<file path="src/rtl/mips_pkg.sv">
// Shared types and constants for the pipeline memory path.
// Pure declarations: no latency, no flow control.
package mips_pkg;

    localparam int WORD_W = 32;
    localparam logic [WORD_W-1:0] RESET_PC = 32'h0040_0000;

    typedef enum logic [1:0] {
        IDLE   = 2'd0,
        I_WAIT = 2'd1,
        D_WAIT = 2'd2
    } arb_state_t;

endpackage

</file>
<file path="src/rtl/mem_arbiter_timeout_counter.sv">
// Counts wait cycles of a bus transaction; terminal fires combinationally on the cycle the count would reach TIMEOUT.
// Latency 0 from enable to terminal; no flow control, clear has priority over enable.
module timeout_counter #(
    parameter int TIMEOUT = 255
) (
    input  logic clk,
    input  logic reset,
    input  logic clear,
    input  logic enable,
    output logic terminal
);

    localparam int CW = $clog2(TIMEOUT + 1);

    logic [CW-1:0] count;

    always_ff @(posedge clk) begin
        if (reset || clear) begin
            count <= '0;
        end else if (enable) begin
            count <= count + 1'b1;
        end
    end

    assign terminal = enable && (count == CW'(TIMEOUT - 1));

endmodule

</file>
<file path="src/rtl/mem_arbiter.sv">
// Shares one memory bus between fetch and memory-stage requests; grant->bus_valid 1 cycle, bus_done->ready 1 cycle.
// Requesters are held off through stall_f/stall_m until their one-cycle ready pulse; one transaction in flight.
module mem_arbiter
    import mips_pkg::*;
#(
    parameter int TIMEOUT = 255
) (
    input  logic              clk,
    input  logic              reset,
    input  logic              if_req,
    input  logic [WORD_W-1:0] if_addr,
    input  logic              if_kill,
    output logic [WORD_W-1:0] if_rdata,
    output logic              if_ready,
    input  logic              mem_req,
    input  logic              mem_we,
    input  logic [WORD_W-1:0] mem_addr,
    input  logic [WORD_W-1:0] mem_wdata,
    output logic [WORD_W-1:0] mem_rdata,
    output logic              mem_ready,
    output logic              stall_f,
    output logic              stall_m,
    output logic              bus_valid,
    output logic              bus_we,
    output logic [WORD_W-1:0] bus_addr,
    output logic [WORD_W-1:0] bus_wdata,
    input  logic [WORD_W-1:0] bus_rdata,
    input  logic              bus_done,
    output logic              bus_err
);

    arb_state_t        state, state_nxt;
    logic              last_was_i;
    logic              kill_seen;
    logic              grant_i, grant_d;
    logic              in_wait, tmo, finish;
    logic [WORD_W-1:0] ret_data;

    always_comb begin
        state_nxt = state;
        grant_i   = 1'b0;
        grant_d   = 1'b0;
        case (state)
            IDLE: begin
                // Data wins unless the previous grant was also data and a fetch is waiting.
                if (mem_req && (!if_req || last_was_i)) begin
                    state_nxt = D_WAIT;
                    grant_d   = 1'b1;
                end else if (if_req) begin
                    state_nxt = I_WAIT;
                    grant_i   = 1'b1;
                end
            end
            I_WAIT, D_WAIT: begin
                if (bus_done || tmo) begin
                    state_nxt = IDLE;
                end
            end
            default: state_nxt = IDLE;
        endcase
    end

    assign in_wait  = (state != IDLE);
    assign finish   = in_wait && (bus_done || tmo);
    assign ret_data = bus_done ? bus_rdata : '0;
    assign stall_f  = if_req & ~if_ready;
    assign stall_m  = mem_req & ~mem_ready;

    timeout_counter #(
        .TIMEOUT (TIMEOUT)
    ) u_timeout (
        .clk      (clk),
        .reset    (reset),
        .clear    (grant_i || grant_d),
        .enable   (in_wait && !bus_done),
        .terminal (tmo)
    );

    always_ff @(posedge clk) begin
        if (reset) begin
            state <= IDLE;
        end else begin
            state <= state_nxt;
        end
    end

    always_ff @(posedge clk) begin
        if (reset) begin
            last_was_i <= 1'b0;
            kill_seen  <= 1'b0;
            bus_valid  <= 1'b0;
            bus_we     <= 1'b0;
            bus_addr   <= '0;
            bus_wdata  <= '0;
            if_rdata   <= '0;
            if_ready   <= 1'b0;
            mem_rdata  <= '0;
            mem_ready  <= 1'b0;
            bus_err    <= 1'b0;
        end else begin
            if_ready  <= 1'b0;
            mem_ready <= 1'b0;
            if (grant_i || grant_d) begin
                bus_valid <= 1'b1;
                kill_seen <= 1'b0;
            end
            if (grant_d) begin
                bus_we    <= mem_we;
                bus_addr  <= mem_addr;
                bus_wdata <= mem_wdata;
            end
            if (grant_i) begin
                bus_we   <= 1'b0;
                bus_addr <= if_addr;
            end
            if (state == I_WAIT && if_kill) begin
                kill_seen <= 1'b1;
            end
            if (finish) begin
                bus_valid <= 1'b0;
                bus_we    <= 1'b0;
                if (state == I_WAIT) begin
                    // A redirect anywhere in the wait, done cycle included, discards the word.
                    if_rdata   <= ret_data;
                    if_ready   <= !(kill_seen || if_kill);
                    last_was_i <= 1'b1;
                end else begin
                    if (!bus_we) begin
                        mem_rdata <= ret_data;
                    end
                    mem_ready  <= 1'b1;
                    last_was_i <= 1'b0;
                end
            end
            if (tmo) begin
                bus_err <= 1'b1;
            end
        end
    end

endmodule

</file>
<file path="config.mk">
export PLATFORM = sky130hd
export DESIGN_NAME = mem_arbiter
export DESIGN_NICKNAME = d
export VERILOG_FILES = /design/src/rtl/mips_pkg.sv /design/src/rtl/mem_arbiter_timeout_counter.sv /design/src/rtl/mem_arbiter.sv
export SDC_FILE = /design/constraint.sdc
export NUM_CORES = 1
export LEC_CHECK = 0
export BUFFER_PORTS_ARGS = -buffer_cell sky130_fd_sc_hd__buf_2
export CAP_MARGIN = 20
export CORE_ASPECT_RATIO = 0.5
export CORE_MARGIN = 8
export CORE_UTILIZATION = 40
export DETAILED_ROUTE_END_ITERATION = 10
export PLACE_DENSITY = 0.71
export SLEW_MARGIN = 20
export SYNTH_ARGS = -nofsm -noshare
export SYNTH_HDL_FRONTEND = slang
export SYNTH_HIERARCHICAL = 1
export SYNTH_SLANG_ARGS = --single-unit
</file>
<file path="constraint.sdc">
create_clock -name clk -period 3.2 [get_ports clk]
set_clock_uncertainty 0.1 [all_clocks]
set_input_delay 0.16 -clock clk [delete_from_list [all_inputs] [get_ports clk]]
set_output_delay 0.16 -clock clk [all_outputs]
set_load 0.01 [all_outputs]
</file>
### Yosys cells after proc, flatten, opt, wreduce, memory -nomap -nowiden

Index checks and enable logic that the tools add are counted.

* register bits after elaboration: 145
* memory bits (writable): 0
* latch bits: 0
* word-level logic and storage cells: 67
* ROM bits: 0
* input bits: 135
* output and inout bits: 135
* memories kept: 0

* reduce and logical (&&, ||, !) cells: 25
* shifts and indexed selects: 0
* $add $sub $neg: 1
* div/mod/pow operators: 0
* multiplexer cells: 16
* magnitude comparators: 0
* bitwise gates (word level): 7
* equality and inequality tests: 5
* multipliers: 0

Operators by type and width (number)
* 32-bit two-way mux: 3
* 1-bit two-way mux: 9
* 8-bit by 1-bit adder with 8-bit output (second input constant): 1
* 8-bit == test (second input constant): 1
* 2-bit two-way mux: 3
* 2-bit nonzero test: 3
* 2-bit OR reduction: 3
* 3-bit OR reduction: 2
* 1-bit logical AND: 5
* 1-bit logical OR: 5
* 1-bit inverter: 5
* 2-bit one-hot mux with 2 select lines: 1
* 2-bit AND reduction: 2
* 1-bit zero test: 3
* 3-bit != test (second input constant): 1
* 3-bit AND reduction: 1
* 1-bit AND: 2
* 2-bit by 1-bit == test with 1-bit output (second input constant): 1
* 2-bit == test (second input constant): 1
* 2-bit zero test: 1
* 2-bit != test (second input constant): 1

### Logic depth before layout (Yosys ltp)

Gate-level depths: netlist of the first run.

* word-level depth: 8
* depth in mapped cells: 12
* gate-level depth less buffers: 8

### Hierarchy

Netlist of the first run, hierarchy kept.

By module, submodules not included
* mem_arbiter: cells an instance 557, instances 1, sequential area each 2742.6 um^2, area an instance 5639.2 um^2
* timeout_counter: cells an instance 42, instances 1, sequential area each 160.2 um^2, area an instance 369.1 um^2

### Least setup slack after synthesis of the first run

No wires, ideal clock.

* path type: reg-to-reg
* from: register state[0]
* to: register mem_rdata[0]
* arrival: 2082 ps
* stages on the path, launching flop included: 13
* slack: 900 ps
* required time: 2981 ps
* cells stage by stage: dfxtp_1 -> inv_1 -> ha_1 -> buf_6 -> nor2_1 -> buf_4 -> nand4_1 -> nor2_1 -> o21bai_4 -> or3_1 -> buf_6 -> buf_12 -> mux2i_1

* cells in the longest elaborated chain, start to end: 6
* elaborated cells between the ends (all ways): 8
* those cells by class: eq/ne: 1; bitwise: 1; reduce/logical: 6

RTL lines
* start, declared: RTL line mem_arbiter.sv:32 `arb_state_t state, state_nxt;`
* start signal, assigned: RTL line mem_arbiter.sv:83 `state <= state_nxt;`
* 2-bit nonzero test: RTL line mem_arbiter.sv:63 `assign in_wait = (state != IDLE);`
* 1-bit logical AND: RTL line mem_arbiter.sv:75 `.enable (in_wait && !bus_done),`
* 1-bit logical AND: RTL line mem_arbiter_timeout_counter.sv:25 `assign terminal = enable && (count == CW'(TIMEOUT - 1));`
* named net tmo: RTL line mem_arbiter.sv:36 `logic in_wait, tmo, finish;`
* 1-bit logical OR: RTL line mem_arbiter.sv:64 `assign finish = in_wait && (bus_done || tmo);`
* 1-bit logical AND: RTL line mem_arbiter.sv:64
* 3-bit AND reduction (no line)
* end signal, assigned: RTL line mem_arbiter.sv:129 `mem_rdata <= ret_data;`
* end, declared: RTL line mem_arbiter.sv:19 `output logic [WORD_W-1:0] mem_rdata,`

The timed path passes the listed nets, and every way through them passes these cells.
A chain may end at the register's enable or synchronous reset.

### Final worst setup path of the first run

* from: register state[1]
* to: register bus_addr[7]

* cells in the longest elaborated chain, start to end: 3
* elaborated cells between the ends (all ways): 5
* those cells by class: mux: 3; reduce/logical: 2

RTL lines
* 2-bit zero test *: RTL line mem_arbiter.sv:43 `case (state)`
* 1-bit two-way mux: RTL line mem_arbiter.sv:43
* 32-bit two-way mux / 2-bit nonzero test (equally long branches)
* end signal, assigned: RTL line mem_arbiter.sv:109 `bus_addr <= mem_addr;`
* end signal, assigned: RTL line mem_arbiter.sv:114 `bus_addr <= if_addr;`
* end, declared: RTL line mem_arbiter.sv:25 `output logic [WORD_W-1:0] bus_addr,`

Mark *: on every way between the ends. The rest lies on a longest branch, timed or not.

==> impl_metrics.yaml, run 1 <==
critical_path:
  worstPathMaxFanout: 18
  path_buf_inv: 3
  r2r-start: "state[1]"
  critPathSlowestCell: "nor3_4"
  cp.depth: 7
  setup.worst_path.end_class: "register"
  startpoint: "state[1]"
  start_kind: "register"
  crit_type: "register to register"
  critical_path_required_ps: 3440
  worstPathArrival_ps: 2860
  critPathTopFamily: "buffers and inverters"
  max_stage_delay_ps: 600
  r2r-end: "bus_addr[7]"
  r2r_slack_ps: 580
  endpoint: "bus_addr[7]"
  worstRegToRegCells: 7
  cp_cell_sequence: "inv_1 > ha_1 > nand2_1 > nor3_4 > buf_6 > a221o_1 > dlygate4sd3_1"
power:
  power_frac_seq: 0.393
  clock_power_share: 0.419
  power_frac_comb: 0.188
  ir_drop_mv: 0.3309
  power_density_nw_per_um2: 541.1
  p_int_mw: 3.732
  p_sw_frac: 0.2624
  power_leakage_nw: 4.516
  p_sw_mw: 1.328
synthesis:
  ys_seq_area_frac: 0.4831
  syn_nets: 738
  synthArstFlopShare: 0
  ys.flop_type: "dfxtp_1"
  synth_warnings: 6
  synth_seq_cells: 145
  synth.distinct_cells: 39
  synth_edf_count: 0
  syn_inst: 599
  avgSynthCellArea_sq_um: 10.03
  netlist_area_sq_um: 6008
grt:
  use_met1: 0.2158
  grt_overflow: 0
  grtUsageTotal: 0.2011
  grt_max_degree: 88
  grt_pass1_wl_um: 32290
  grt_pass1_vias: 6490
  met3_usage: 0.04997
  busiest_layer: "met2"
  antenna_found_initial: 1
  grtUsageMet2: 0.3629
route:
  drc: 0
  first_pass_iters: 5
  wire_per_inst_um: 17.07
  drt-total-wl_um: 20240
  drtIter0Drc: 283
  avgViaCountPerCell: 5.099
  final_antenna_net_count: 0
  vias: 6048
clock_tree:
  clockRootBuffer: "clkbuf_16"
  clk_path_buf_depth: 2
  numClockSinks: 145
  cts_buffers: 17
  cts_tree: "yes"
  insertion_delay_ps: 400
  h-tree-depth: 4
  cts_setup_buffers: 0
  clk_pin_slew_ps: 60
timing:
  period_share: 0.8185
  whs_ps: 81.30
  final_hold_viol_count: 0
  worst_pin_slew_ps: 784.2
  drv_slew: 0
  rsz0062_at_grt: "no"
  max_freq_mhz: 381.8
  slew_headroom: 0.4772
  setup_violations: 0
  final.min_clock_period_ps: 2619
  layout_setup_ws_ps: 580.8
  setup_tns_ps: 0
place:
  gp_congestion: 0.7707
  placedCellCount: 1020
  dpl.hpwl_um: 12810
  place_area_sq_um: 7410
  io_buffer_count: 269
  dp_worst_setup_slack_ps: 641.9
flow_run:
  drv_cap: 0
cells_and_area:
  fillers: 1183
  final_cell_area_sq_um: 9351
  syn_to_final_growth_pct: 55.64
  stdcell_count: 1186
  drive_gt1_frac: 0.3252
  nets: 1110
min_path:
  hold_path.class: "input port to register"
  min_from: "if_req"
die:
  start_util: 0.4120
  die_w_um: 189.3
  io_pins: 270
  dieArea_sq_um: 19440
  die_h_um: 102.7
  rows: 31
  core_sq_um: 14580
status:
  run_status: "finished clean"
## worst register-to-register path, stage by stage, from the launching register on
cell and delay (ps):
dfxtp_1 290, inv_1 90, ha_1 310, nand2_1 150
nor3_4 600, buf_6 270, a221o_1 170, dlygate4sd3_1 560
## how the worst min path moves through the flow
stage | to | slack (ps) | cells after the start
after floorplan | if_ready | 140 | 1
after global placement | if_ready | 250 | 2
after detailed placement | if_ready | 250 | 2
after CTS | bus_we | 80 | 3
after global routing | bus_we | 90 | 3
final | bus_we | 80 | 3
## kinds of logic after synthesis
family                     Yosys count  share of synthesized area
AOI/OAI and AO/OA                  113                     0.1260
adders and majority gates            4                   0.008330
buffers and inverters               62                    0.05435
DFF                                145                     0.4831
and+or+nand+nor                    205                     0.2122
muxes                               66                     0.1102
xor gates and xnor gates             4                   0.005832
## synthesized netlist by cell type, types with 2 or more instances
cell type | instances | area (sq um)
a221o_1 | 32 | 320.3
a21oi_1 | 38 | 190.2
nor2b_1 | 2 | 12.51
nand2_1 | 7 | 26.28
mux2i_1 | 65 | 650.6
nand3b_1 | 32 | 240.2
ha_1 | 4 | 50.05
or3_1 | 4 | 25.02
clkbuf_1 | 35 | 131.4
nand3_1 | 35 | 175.2
dfxtp_1 | 145 | 2903
nor3_1 | 2 | 10.01
buf_4 | 4 | 30.03
o21ai_0 | 37 | 185.2
nor2_1 | 14 | 52.55
buf_6 | 2 | 22.52
buf_12 | 3 | 60.06
nor3b_1 | 32 | 240.2
nand4_1 | 3 | 18.77
inv_1 | 4 | 15.01
buf_2 | 12 | 60.06
buf_1 | 2 | 7.510
xor2_1 | 3 | 26.28
nand2b_1 | 67 | 419.2
## routing by layer
| layer | up-vias | wire (um) |
|---|---|---|
| li1 | 2884 | - |
| met5 | - | 16 |
| met1 | 2865 | 7956 |
| met2 | 229 | 10330 |
| met4 | 2 | 782 |
| met3 | 68 | 1155 |
## cells in the final DEF, fill, tap and decap left out, drive strengths merged, types with 2 or more instances in the layout
cell type / n
nand2b: 67
or3: 4
clkinvlp: 2
nor2: 14
ha: 4
diode: 4
nor2b: 2
dfxtp: 145
xor2: 3
buf: 281
inv: 9
nand3b: 32
nor3b: 32
nor3: 3
o21ai: 37
clkbuf: 18
clkinv: 3
a221o: 32
nand4: 4
nand2: 7
nand3: 35
mux2i: 65
bufinv: 4
a21oi: 38
dlygate4sd3: 130
## registers in the layout, indices dropped and copies added (netlist names)
| register | count |
|---|---|
| if_ready | 1 |
| bus_addr | 32 |
| bus_we | 1 |
| u_timeout/count | 8 |
| if_rdata | 32 |
| mem_ready | 1 |
| mem_rdata | 32 |
| bus_valid | 1 |
| state | 2 |
| bus_err | 1 |
| bus_wdata | 32 |
| kill_seen | 1 |
| last_was_i | 1 |
## area by class of cell
cell class / count / area (sq um) / area share
antenna: 4 / 10.01 / 0.001070
multi-input combinational: 392 / 2789 / 0.2982
timing repair buffer: 411 / 2756 / 0.2948
inverter: 4 / 15.01 / 0.001606
clock buffer: 18 / 429.2 / 0.04589
clock inverter: 14 / 201.4 / 0.02154
sequential: 145 / 2903 / 0.3104
tap: 198 / 247.7 / 0.02649
## through the flow
stage | power (mW) | util
detailed placement | 2.787 | 0.5081
global route | 5.284 | 0.6405
floorplan | 2.512 | -
CTS | 5.096 | 0.6405
finish | 5.060 | 0.6412
global placement | 2.774 | 0.5073
## what timing repair did
item / in CTS / in global routing
resized for setup: 0 / 0
endpoints found under the hold margin: 131 / 0
hold buffers: 130 / 0
## power by group through the flow
stage / registers, mW / logic (mW) / clock network (mW)
2_1_floorplan: 2.07 / 0.438 / 0
3_3_place_gp: 2.02 / 0.752 / 0
3_5_place_dp: 2.03 / 0.761 / 0
4_1_cts: 1.99 / 0.933 / 2.18
5_1_grt: 2.00 / 1.02 / 2.26
6_report: 1.99 / 0.950 / 2.12
(Power assumes the default switching activity.)
==> run 2: changes to the inputs <==
Settings changed: PLACE_DENSITY 0.71 to 0.73.
Clock period 3.2 ns to 2.1 ns, I/O delays scaled along.
==> impl_metrics.yaml, run 2 (synthesized netlist as in run 1, its figures left out) <==
power:
  p_int_mw: 5.477
  ir_drop_mv: 0.6913
  clock_power_share: 0.398
  power_frac_seq: 0.403
  p_sw_frac: 0.2725
  power_leakage_nw: 4.542
  power_frac_comb: 0.199
  p_sw_mw: 2.052
  power_density_nw_per_um2: 790.2
clock_tree:
  insertion_delay_ps: 400
  clk_pin_slew_ps: 60
  numClockSinks: 145
  cts_buffers: 17
  clk_path_buf_depth: 2
  clockRootBuffer: "clkbuf_16"
  h-tree-depth: 4
  cts_tree: "yes"
critical_path:
  critPathTopFamily: "simple AND/OR/NAND/NOR gates"
  crit_type: "register to register"
  critical_path_required_ps: 2280
  cp_cell_sequence: "inv_2 > ha_4 > nor2_4 > nand4_1 > nor2_2 > buf_4 > o21bai_4 > or3_4 > buf_12 > mux2i_1"
  worstPathArrival_ps: 2220
  worstPathMaxFanout: 16
  max_stage_delay_ps: 450
  start_kind: "register"
  path_buf_inv: 3
  critPathSlowestCell: "or3_4"
  setup.worst_path.end_class: "register"
grt:
  grt_pass1_wl_um: 33520
  grtUsageTotal: 0.2115
  grt_overflow: 0
  grt_max_degree: 88
  antenna_found_initial: 0
  grt_pass1_vias: 6532
place:
  gp_congestion: 0.7540
  dpl.hpwl_um: 12980
  io_buffer_count: 269
  place_area_sq_um: 7515
die:
  core_sq_um: 14580
  die_h_um: 102.7
  start_util: 0.4120
  die_w_um: 189.3
  io_pins: 270
  dieArea_sq_um: 19440
  rows: 31
route:
  wire_per_inst_um: 18.01
  drtIter0Drc: 280
  vias: 6145
  drc: 0
  avgViaCountPerCell: 5.142
  drt-total-wl_um: 21520
  final_antenna_net_count: 0
  first_pass_iters: 4
min_path:
  hold_path.class: "input port to register"
status:
  run_status: "finished clean"
cells_and_area:
  drive_gt1_frac: 0.3420
  fillers: 1117
  nets: 1124
  layout_commonest_cell: "buf_2"
  syn_to_final_growth_pct: 58.58
  layout_common_cells: "268 x buf_2, 142 x dfxtp_1, 131 x dlygate4sd3_1, 67 x nand2b_1, 64 x mux2i_1"
  final_cell_area_sq_um: 9528
  diodes: 0
timing:
  worst_pin_slew_ps: 733.0
  slew_headroom: 0.5113
  setup_violations: 0
  max_freq_mhz: 489.7
  final_hold_viol_count: 0
  period_share: 0.9724
  final.min_clock_period_ps: 2042
  setup_tns_ps: 0
  drv_slew: 0
  rsz0062_at_grt: "yes"
flow_run:
  drv_cap: 0
run 2: metrics by stage:
stage / utilization / power (mW) / instances / setup WS (ps) / hold slack (ps)
after floorplan: - / 3.836 / 599 / -102.4 / 83.66
after global placement: 0.5142 / 4.267 / 1027 / -77.38 / 193.1
after detailed placement: 0.5153 / 4.298 / 1028 / -38.86 / 197.5
after CTS: 0.6480 / 7.536 / 1192 / 1.103 / 4.978
after global routing: 0.6533 / 7.836 / 1195 / -36.70 / 3.592
final: 0.6533 / 7.529 / 1195 / 57.95 / 0.1723
run 2: worst reg2reg max path: stages, from the launching register on:
cell      delay [ps]
dfxtp_2          330
inv_2             40
ha_4             150
nor2_4            80
nand4_1          100
nor2_2           150
buf_4            140
o21bai_4          60
or3_4            450
buf_12           190
mux2i_1          130
run 2: path summary, 6_finish.rpt:
| kind | from | end | slack (ps) | cells past startpoint |
|---|---|---|---|---|
| max | state[0] | mem_rdata[24] | 60 | 10 |
| min | if_req | bus_we | 0.2 | 3 |
| max reg2reg | state[0] | mem_rdata[24] | 60 | 10 |
| min reg2reg | kill_seen | if_ready | 330 | 1 |
run 2: cell type report:
class	count	area (sq um)	area share
clock buffer	19	442.9	0.04649
inverter	4	15.01	0.001576
sequential	145	2907	0.3051
multi-input combinational	392	2830	0.2970
clock inverter	12	133.9	0.01405
tap	198	247.7	0.02600
timing repair buffer	425	2952	0.3098
run 2: per-layer routing:
layer | global-route usage | up-vias | wire length (um)
li1 | - | 2904 | -
met1 | 0.2285 | 2927 | 8418
met2 | 0.3816 | 250 | 10980
met3 | 0.05874 | 64 | 1307
met4 | 0.1110 | 0 | 818
met5 | 0 | - | 0
run 2: what timing repair did:
action,in CTS,in global routing
hold buffers,131,0
hold endpoints to repair,132,0
cloned,1,2
buffers inserted,1,1
setup endpoints to repair,32,65
pin swaps,1,2
gates resized for setup,2,8
run 2: power by group through the flow:
stage,clock network [mW],logic (mW),registers [mW]
floorplan,0,0.673,3.16
global placement,0,1.19,3.08
detailed placement,0,1.21,3.08
CTS,3.07,1.44,3.03
global route,3.17,1.61,3.05
finish,3.00,1.50,3.03
==> run 3: changes to the inputs <==
Settings changed: MAX_ROUTING_LAYER from default to met4.
==> impl_metrics.yaml, run 3 (synthesized netlist as in run 1, its figures left out) <==
route:
  drtIter0Drc: 329
  avgViaCountPerCell: 5.186
  drt-total-wl_um: 21510
  drc: 0
  vias: 6203
  final_antenna_net_count: 0
  wire_per_inst_um: 17.98
  first_pass_iters: 4
cells_and_area:
  drive_gt1_frac: 0.3420
  layout_commonest_cell: "buf_2"
  syn_to_final_growth_pct: 58.62
  fillers: 1117
  nets: 1124
  layout_common_cells: "268 x buf_2, 142 x dfxtp_1, 131 x dlygate4sd3_1, 67 x nand2b_1, 64 x mux2i_1"
  final_cell_area_sq_um: 9530
  multi_input_area_sq_um: 2830
  layout.area.seq_sq_um: 2907
grt:
  grt_overflow: 0
  grt_max_degree: 88
  grt_pass1_wl_um: 33500
  grt_pass1_vias: 6537
  antenna_found_initial: 1
  grtUsageTotal: 0.2177
clock_tree:
  numClockSinks: 145
  cts_tree: "yes"
  clockRootBuffer: "clkbuf_16"
  cts_buffers: 17
  clk_path_buf_depth: 2
  h-tree-depth: 4
  insertion_delay_ps: 400
  clk_pin_slew_ps: 60
critical_path:
  worstRegToRegCells: 10
  start_kind: "register"
  crit_type: "register to register"
  r2r-end: "mem_rdata[24]"
  worstPathArrival_ps: 2240
  critical_path_required_ps: 2280
  setup.worst_path.end_class: "register"
  r2r-start: "state[0]"
  worstPathMaxFanout: 16
  r2r_slack_ps: 40
timing:
  rsz0062_at_grt: "yes"
  drv_slew: 0
  layout_setup_ws_ps: 40.76
  worst_pin_slew_ps: 738.9
  slew_headroom: 0.5074
  setup_violations: 0
  max_freq_mhz: 485.6
  final.min_clock_period_ps: 2059
  final_hold_viol_count: 0
  period_share: 0.9806
min_path:
  hold_path.class: "input port to register"
  min_to: "bus_we"
  min_from: "if_req"
  holdPathStages: 3
die:
  die_h_um: 102.7
  core_sq_um: 14580
  io_pins: 270
  dieArea_sq_um: 19440
  die_w_um: 189.3
  rows: 31
  start_util: 0.4120
place:
  gp_congestion: 0.7637
  io_buffer_count: 269
  dpl.hpwl_um: 12980
  place_area_sq_um: 7515
  dp_worst_setup_slack_ps: -38.86
flow_run:
  drv_cap: 0
power:
  ir_drop_mv: 0.6922
  power_leakage_nw: 4.542
  power_density_nw_per_um2: 790.4
status:
  run_status: "finished clean"
-- run 3: changes by cell type in the layout (fill, tap and decap cells not counted), sizes merged --
cell	previous run	this run
diode	0	1
-- run 3: worst max-delay path by stage --
stage	slack, ps	end	depth (start not counted)	from
2_1_floorplan	-100	mem_rdata[11]	12	state[0]
3_3_place_gp	-80	state[1]	6	state[1]
3_5_place_dp	-40	mem_rdata[8]	9	state[1]
4_1_cts	1	mem_rdata[16]	9	state[1]
5_1_grt	-40	mem_rdata[11]	10	state[1]
6_report	40	mem_rdata[24]	10	state[0]
-- run 3: metal layers --
layer / wire length, um / track usage / vias up
met2: 11110 / 0.3819 / 260
met1: 8544 / 0.2368 / 2974
met3: 1052 / 0.04524 / 64
met5: 0 / - / -
met4: 804 / 0.1093 / 0
li1: - / - / 2905
-- run 3: stage by stage --
step | setup TNS (ps) | power [mW] | hold WS (ps) | instances | util
floorplan | -3070 | 3.836 | 83.66 | 599 | -
global placement | -1527 | 4.267 | 193.1 | 1027 | 0.5142
detailed placement | -705.7 | 4.298 | 197.5 | 1028 | 0.5153
CTS | 0 | 7.536 | 4.978 | 1192 | 0.6480
global route | -229.9 | 7.838 | 5.213 | 1196 | 0.6535
finish | 0 | 7.533 | 5.447 | 1196 | 0.6535
-- run 3: cell type report --
type	instances	area share
inverters	4	0.001575
multi-input cells	392	0.2970
clock inverters	12	0.01405
well taps	198	0.02599
flip-flops and latches	145	0.3050
clock buffers	19	0.04648
diodes	1	0.0002626
repair buffers	425	0.3097
-- run 3: what timing repair did --
action                                  in CTS  in global routing
buffers inserted                             1                  1
gates cloned                                 1                  2
endpoints found under the setup margin      32                 65
endpoints found under the hold margin      132                  0
resized for setup                            2                  8
hold buffers                               131                  0
pin swaps                                    1                  2
-- run 3: critical path, cell delays in order, from the launching register on --
cell      delay [ps]
dfxtp_2          330
inv_2             40
ha_4             150
nor2_4            80
nand4_1          110
nor2_2           150
buf_4            140
o21bai_4          60
or3_4            450
buf_12           190
mux2i_1          130
-- run 3: power by group --
group	switching [mW]	internal (mW)	leakage (nW)
registers	0.0945	2.94	1.18
clock network	1.22	1.78	0.268
logic	0.743	0.755	3.09
